`src/rtl/hazard_ctrl_sb.sv`:
```
// hazard_ctrl_sb: MINI-RISC 5-stage hazard controller -- operand forwarding,
// load-use / memory-wait stalls, jump/branch flushes and a stall-cycle counter.
`default_nettype none

module hazard_ctrl_sb #(
  parameter int RA_W     = 3,
  parameter int LOAD_LAT = 1,
  parameter int CNT_W    = 16
) (
  input  logic             clk,
  input  logic             rst_n,
  input  logic [RA_W-1:0]  rs1_D_i,
  input  logic [RA_W-1:0]  rs2_D_i,
  input  logic             rs1_used_D_i,
  input  logic             rs2_used_D_i,
  input  logic [RA_W-1:0]  rd_E_i,
  input  logic [RA_W-1:0]  rd_M_i,
  input  logic [RA_W-1:0]  rd_W_i,
  input  logic             reg_write_E_i,
  input  logic             reg_write_M_i,
  input  logic             reg_write_W_i,
  input  logic             mem_read_E_i,
  input  logic             mem_read_M_i,
  input  logic             mem_req_M_i,
  input  logic             mem_ready_M_i,
  input  logic             jump_D_i,
  input  logic             branch_taken_E_i,
  output logic             stall_F_o,
  output logic             stall_D_o,
  output logic             stall_E_o,
  output logic             flush_D_o,
  output logic             flush_E_o,
  output logic [1:0]       forward_A_o,
  output logic [1:0]       forward_B_o,
  output logic [CNT_W-1:0] stall_count_o
);

  localparam logic [1:0] RUN     = 2'd0;
  localparam logic [1:0] LDSTALL = 2'd1;
  localparam logic [1:0] MEMWAIT = 2'd2;

  localparam bit         LAT_GT1 = (LOAD_LAT > 1);
  localparam logic [1:0] LD_CNT  = 2'(LOAD_LAT - 1);

  logic [1:0]       state_q, state_d;
  logic [1:0]       cnt_q, cnt_d;
  logic [CNT_W-1:0] stall_count_q;

  logic stall_f, stall_d, stall_e, flush_d, flush_e;
  logic mem_block, luh;
  logic [1:0] fwd_a, fwd_b;

  function automatic logic match(input logic [RA_W-1:0] rd, input logic [RA_W-1:0] rs,
                                 input logic we, input logic used);
    return used & we & (rd != '0) & (rd == rs);
  endfunction

  function automatic logic [1:0] fwd_sel(input logic [RA_W-1:0] rs, input logic used);
    if (match(rd_E_i, rs, reg_write_E_i, used) && !mem_read_E_i)
      return 2'b01;
    else if (match(rd_M_i, rs, reg_write_M_i, used) && !(mem_read_M_i && LAT_GT1))
      return 2'b10;
    else if (match(rd_W_i, rs, reg_write_W_i, used))
      return 2'b11;
    else
      return 2'b00;
  endfunction

  assign luh = mem_read_E_i & (match(rd_E_i, rs1_D_i, reg_write_E_i, rs1_used_D_i) |
                               match(rd_E_i, rs2_D_i, reg_write_E_i, rs2_used_D_i));
  // The very first not-ready cycle already freezes, before MEMWAIT is registered.
  assign mem_block = (state_q == MEMWAIT) | (mem_req_M_i & ~mem_ready_M_i);

  always_comb begin
    state_d = state_q;
    cnt_d   = cnt_q;
    stall_f = 1'b0;
    stall_d = 1'b0;
    stall_e = 1'b0;
    flush_d = 1'b0;
    flush_e = 1'b0;
    if (mem_block) begin
      stall_f = 1'b1;
      stall_d = 1'b1;
      stall_e = 1'b1;
      cnt_d   = 2'd0;
      state_d = mem_ready_M_i ? RUN : MEMWAIT;
    end else if (branch_taken_E_i) begin
      flush_d = 1'b1;
      flush_e = 1'b1;
      cnt_d   = 2'd0;
      state_d = RUN;
    end else if (state_q == LDSTALL) begin
      stall_f = 1'b1;
      stall_d = 1'b1;
      flush_e = 1'b1;
      cnt_d   = 2'(cnt_q - 2'd1);
      if (cnt_q == 2'd1)
        state_d = RUN;
    end else begin
      state_d = RUN;
      if (luh) begin
        stall_f = 1'b1;
        stall_d = 1'b1;
        flush_e = 1'b1;
        if (LAT_GT1) begin
          state_d = LDSTALL;
          cnt_d   = LD_CNT;
        end
      end
      flush_d = jump_D_i & ~stall_d;
    end
  end

  assign fwd_a = stall_d ? 2'b00 : fwd_sel(rs1_D_i, rs1_used_D_i);
  assign fwd_b = stall_d ? 2'b00 : fwd_sel(rs2_D_i, rs2_used_D_i);

  // Outputs are gated by rst_n so an asserted reset releases everything at once.
  assign stall_F_o     = rst_n & stall_f;
  assign stall_D_o     = rst_n & stall_d;
  assign stall_E_o     = rst_n & stall_e;
  assign flush_D_o     = rst_n & flush_d;
  assign flush_E_o     = rst_n & flush_e;
  assign forward_A_o   = rst_n ? fwd_a : 2'b00;
  assign forward_B_o   = rst_n ? fwd_b : 2'b00;
  assign stall_count_o = stall_count_q;

  always_ff @(posedge clk or negedge rst_n) begin
    if (!rst_n) begin
      state_q       <= RUN;
      cnt_q         <= 2'd0;
      stall_count_q <= '0;
    end else begin
      state_q <= state_d;
      cnt_q   <= cnt_d;
      if (stall_d && (stall_count_q != {CNT_W{1'b1}}))
        stall_count_q <= stall_count_q + 1'b1;
    end
  end

endmodule

`default_nettype wire

```
`config.mk`:
```
export PLATFORM = sky130hd
export DESIGN_NAME = hazard_ctrl_sb
export DESIGN_NICKNAME = d
export VERILOG_FILES = /design/src/rtl/hazard_ctrl_sb.sv
export SDC_FILE = /design/constraint.sdc
export NUM_CORES = 1
export LEC_CHECK = 0
export BUFFER_PORTS_ARGS = -buffer_cell sky130_fd_sc_hd__buf_2
export CAP_MARGIN = 20
export CORE_ASPECT_RATIO = 0.75
export CORE_MARGIN = 2
export CORE_UTILIZATION = 35
export DETAILED_ROUTE_END_ITERATION = 16
export GPL_TIMING_DRIVEN = 0
export PLACE_DENSITY_LB_ADDON = 0.15
export SETUP_SLACK_MARGIN = 0.5
export SYNTH_ARGS = -nofsm -noshare
export SYNTH_HDL_FRONTEND = slang
export SYNTH_SLANG_ARGS = --single-unit
```
`constraint.sdc`:
```
create_clock -name clk -period 4.05 [get_ports clk]
set_clock_uncertainty 0.1 [all_clocks]
set_input_delay 0 -clock clk [delete_from_list [all_inputs] [get_ports clk]]
set_output_delay 0 -clock clk [all_outputs]
set_load 0.1 [all_outputs]
```
# After elaboration in Yosys (flattened, before gate mapping)
# Index checks and enable logic that the tools add are counted.
[totals]
in_bits = 28
out_inout_bits = 25
wordCells = 88
register_bits = 20
[classes]
n_eq_ne = 11
n_bitwise = 30
reduce_logical = 8
mux = 34
addsub = 2
[ops]
columns = ["op", "n"]
rows = [
  ["2-bit two-way mux", 18],
  ["1-bit bitwise AND", 26],
  ["3-bit == test", 6],
  ["16-bit by 1-bit adder with 16-bit output, second input constant", 1],
  ["1-bit two-way mux", 16],
  ["16-bit inequality test, second input constant", 1],
  ["3-bit nonzero test", 4],
  ["2-bit by 1-bit == test with 1-bit output, second input constant", 2],
  ["4-bit by 3-bit inequality test with 1-bit output, second input constant", 1],
  ["1-bit logical AND", 3],
  ["2-bit == test, second input constant", 1],
  ["1-bit inverter", 2],
  ["1-bit bitwise OR", 2],
  ["2-bit by 1-bit subtractor with 2-bit output, second input constant", 1],
  ["1-bit logical NOT", 1],
]

# Longest topological paths before layout
[depth]
depth_word = 15
depth_mapped = 6
depth_no_buf = 5

# Worst setup path after synthesis
# Ideal clock, no wire load.
[synth_path]
path_kind = "input -> output"
startpoint = "input port rd_E_i[1]"
endpoint = "output port stall_F_o"
stages = 6
t_arrival_ps = 2657
n_path_buf = 2
path_slack_ps = 1293
required_time_ps = 3950
cell_sequence = "xnor2_1 > and4_4 > o21ai_4 > buf_6 > a21boi_1 > buf_4"
[synth_between]
elab_chain_len = 10
elab_cells_between_ends = 14
classes_between = "eq/ne (2); mux (4); bitwise (7); reduce/logical (1)"
[synth_rtl]
columns = ["element", "line_no", "source"]
rows = [
  ["from (decl)", "16", "input logic [RA_W-1:0] rd_E_i,"],
  ["3-bit nonzero test", "55", "return used & we & (rd != '0) & (rd == rs);"],
  ["1-bit bitwise AND (2 in a row)", "55", ""],
  ["1-bit bitwise OR (*)", "69", "assign luh = mem_read_E_i & (match(rd_E_i, rs1_D_i, reg_write_E_i, rs1_used_D_i) |"],
  ["1-bit bitwise AND (*)", "69", ""],
  ["1-bit two-way mux (*)", "102", "if (luh) begin"],
  ["1-bit two-way mux (*)", "93", "end else if (state_q == LDSTALL) begin"],
  ["1-bit two-way mux (*)", "88", "end else if (branch_taken_E_i) begin"],
  ["1-bit two-way mux (*)", "82", "if (mem_block) begin"],
  ["1-bit bitwise AND (*)", "119", "assign stall_F_o = rst_n & stall_f;"],
  ["to (decl)", "28", "output logic stall_F_o,"],
]
# Every way passes the cells marked *; elsewhere a longest branch is shown, timed or not.

# Worst setup path after layout
[layout_path]
startpoint = "register stall_count_q[0] (netlist: stall_count_o[0])"
endpoint = "register stall_count_q[1] (netlist: stall_count_o[1])"
[layout_between]
elab_chain_len = 2
elab_cells_between_ends = 3
classes_between = "add/sub (1); eq/ne (1); reduce/logical (1)"
[layout_rtl]
columns = ["element", "line_no", "source"]
rows = [
  ["from (decl)", "47", "logic [CNT_W-1:0] stall_count_q;"],
  ["from (signal assigned)", "137", "stall_count_q <= stall_count_q + 1'b1;"],
  ["branches (longest 2 deep; another with 16-bit by 1-bit adder with 16-bit output)", "--", ""],
]
# Parallel ways; which one is timed is not known.
# A chain may end at the register's enable or synchronous reset.

==> reports/metrics.yaml <==
clocking:
  cts_tree: "yes"
  clock_latency_ps: 250
  max-clock-path-buffers: 2
  post-cts-setup-buffers: 0
  hold_buffer_count_at_cts: 2
  clk_pin_slew_ps: 70
  number_of_gates_given_a_new_drive_strength_after_cts: 0
  root_buffer: "sky130_fd_sc_hd__clkbuf_8"
  clock-sinks: 17
  tritoncts.num_buffers: 3
  htree_num_levels: 1
yosys:
  yosys_warnings: 0
  synthesis.instances: 133
  synth.distinct_cells: 32
  ys_seq_elements: 17
  syn_area_per_cell_sq_um: 9.953
  synth.net_count: 162
  synth_area_sq_um: 1324
  yosysTopAreaCellShare_pct: 32.14
  part_of_the_yosys_area_used_for_sequential_elements_pct: 32.14
  synth_top_cell_by_area: "sky130_fd_sc_hd__dfrtp_1"
  netlist_top_cells_area: "sky130_fd_sc_hd__dfrtp_1, sky130_fd_sc_hd__xnor2_1, sky130_fd_sc_hd__xor2_1"
worst_setup_path:
  worstPathMaxFanout: 10
  cp_slowest_cell: "sky130_fd_sc_hd__dfrtp_1"
  critPathArrivalTime_ps: 1970
  crit_path_max_incr_delay_ps: 440
  criticalPathCategory: "flop to flop"
  crit_required_ps: 4080
  cp_cell_sequence: "ha_1 > and4_4 > and3_1 > buf_6 > a21oi_2 > mux2_4"
  worst_path_dominant_cell_family: "flip-flops"
  startpoint_type: "flop"
  setup.worst_path.end_class: "flop"
  worstPathBufferInverterCount: 1
grt:
  first_global_vias: 1181
  global_route.usage.total_pct: 16.02
  global_route_wire_length_before_repair_um: 5326
  grt.overflow.total: 0
  initial_antenna_violation_count: 0
  maximum_number_of_pins_on_one_net_before_global_route_repair: 22
layout:
  number_of_nets_in_the_finished_design: 220
  area_growth_syn_to_layout_pct: 29.21
  n_fill_cell: 353
  most-common-layout-cells: "sky130_fd_sc_hd__buf_2, sky130_fd_sc_hd__xnor2_1, sky130_fd_sc_hd__dfrtp_1"
  multi_input_area_sq_um: 847.1
  n_antenna_cell: 0
  layout.cells.most_common: "sky130_fd_sc_hd__buf_2"
  layout-drive-gt1-share_pct: 42.63
  seq_area_sq_um: 425.4
  final_core_utilization_pct: 47.02
sta:
  final_hold_viol_count: 0
  drv_slew: 0
  setup-tns-final_ps: 0
  tightestPinTransition_ps: 486.8
  rsz0062_at_grt: "no"
  post-route-min-period_ps: 1937
  layout_worst_path_cycle_share_pct: 47.84
  maxClockFrequency_ghz: 0.5161
  max_slew_margin_pct: 67.55
  count_of_final_setup_violators: 0
power:
  ir_worst_vdd_mv: 0.3292
  power.clock.fraction_pct: 13.5
  comb_power_share_pct: 57.1
  power_switching_w: 0.0005328
  power_frac_seq_pct: 29.3
  power_density_nw_per_um2: 536.7
  switching_part_of_the_total_power_pct: 58.04
  total_leakage_power_nw: 0.7869
  power_report.internal_total_w: 0.0003852
floorplan:
  die_width_um: 75.02
  ios: 53
  core.rowCount: 19
  core_sq_um: 3637
  floorplan.initialDensity_pct: 36.39
  die-height_um: 57.26
  die_area_sq_um: 4295
hold_path:
  min_path_type: "primary input to flop"
drt:
  vias_per_cell: 4.996
  wire_per_inst_um: 12.94
  drtIter0Drc: 97
  number_of_search_and_repair_iterations_in_the_first_detailed_routing_pass: 4
  drt_antenna_net_count: 0
  postRouteWirelength_um: 3131
  via_count: 1209
  drc: 0
placed_design:
  gp_routability_congestion: 0.8132
  dp_hpwl_um: 2526
  io_buffer_count: 51
run:
  max_cap_violations: 0
outcome:
  status: "finished clean"
synthesized netlist by cell type (all sizes together):
cell type	number
o21bai	1
a21oi	8
nand2	8
nand4	6
nand3b	1
nor2b	1
a21boi	1
and3	5
xnor2	18
inv	3
xor2	15
and4	4
a211oi	10
o21ai	5
a2111oi	2
ha	1
dfrtp	17
nor2	10
buf	5
o311ai	1
nand3	7
o31ai	3
mux2	1
state kept, by name (all words and copies together) (netlist names):
name	flops
stall_count_o	16
state_q	1
per-stage QoR:
step           setup WS (ps)  instances  area [sq um]  hold slack (ps)  power (W)
6_report                2113        242          1710            126.5  0.0009180
5_1_grt                 1973        242          1710            180.4  0.0009676
4_1_cts                 2114        242          1710            138.1  0.0009252
3_5_place_dp            2127        236          1644           -114.4  0.0007972
3_3_place_gp            2136        236          1644           -126.1  0.0007893
2_1_floorplan           1293        133          1324           -395.6  0.0006931
cell families (layout without fill, tap and decap cells):
family / after synthesis / count (layout) / synth area share, %
buffers and inverters: 8 / 65 / 3.875
xor gates and xnor gates: 33 / 33 / 21.83
adders and majority gates: 1 / 1 / 0.9450
and+or+nand+nor: 42 / 42 / 19.00
AOI/OAI and AO/OA: 31 / 31 / 21.08
DFF: 17 / 17 / 32.14
muxes: 1 / 1 / 1.134
power by group through the flow:
stage	registers, W	logic [W]	clock network, W
after CTS	0.000269	0.000528	0.000129
after detailed placement	0.000272	0.000525	0
final	0.000269	0.000524	0.000124
after global placement	0.000268	0.000521	0
after floorplan	0.000554	0.000139	0
after global routing	0.000279	0.000549	0.000140
routing by layer:
| metal | vias up | global-route usage [%] | part of all wire (%) |
|---|---|---|---|
| met5 | - | 0 | 0 |
| met4 | 0 | 4.082 | 0.96 |
| met3 | 4 | 4.417 | 6.4 |
| met2 | 41 | 23.31 | 41 |
| met1 | 562 | 23.41 | 51 |
| li1 | 602 | - | - |
cell type report:
cell class                 instances  area share [%]
multi-input combinational        108           49.52
sequential                        17           24.87
tap                               52           3.804
clock inverter                     1          0.2926
inverter                           3          0.6584
timing repair buffer              53           16.09
buffer                             5           2.341
clock buffer                       3           2.414
worst min-delay path: cells and delay by family:
kind | cells | cell delay, ps
AOI/OAI and AO/OA | 1 | 60
buffers and inverters | 2 | 270
and+or+nand+nor | 1 | 110
final timing paths:
check	startpoint	endpoint	slack (ps)	cells after the start
hold reg to reg	stall_count_o[11]	stall_count_o[11]	400	1
setup / recovery	stall_count_o[0]	stall_count_o[1]	2110	6
max in group asynchronous	rst_n	stall_count_o[15]	3370	2
setup reg to reg	stall_count_o[0]	stall_count_o[1]	2110	6
hold / removal	mem_req_M_i	state_q[1]	130	4
min in group asynchronous	rst_n	stall_count_o[9]	140	2
No activity file was read; power rests on OpenSTA's default activity.
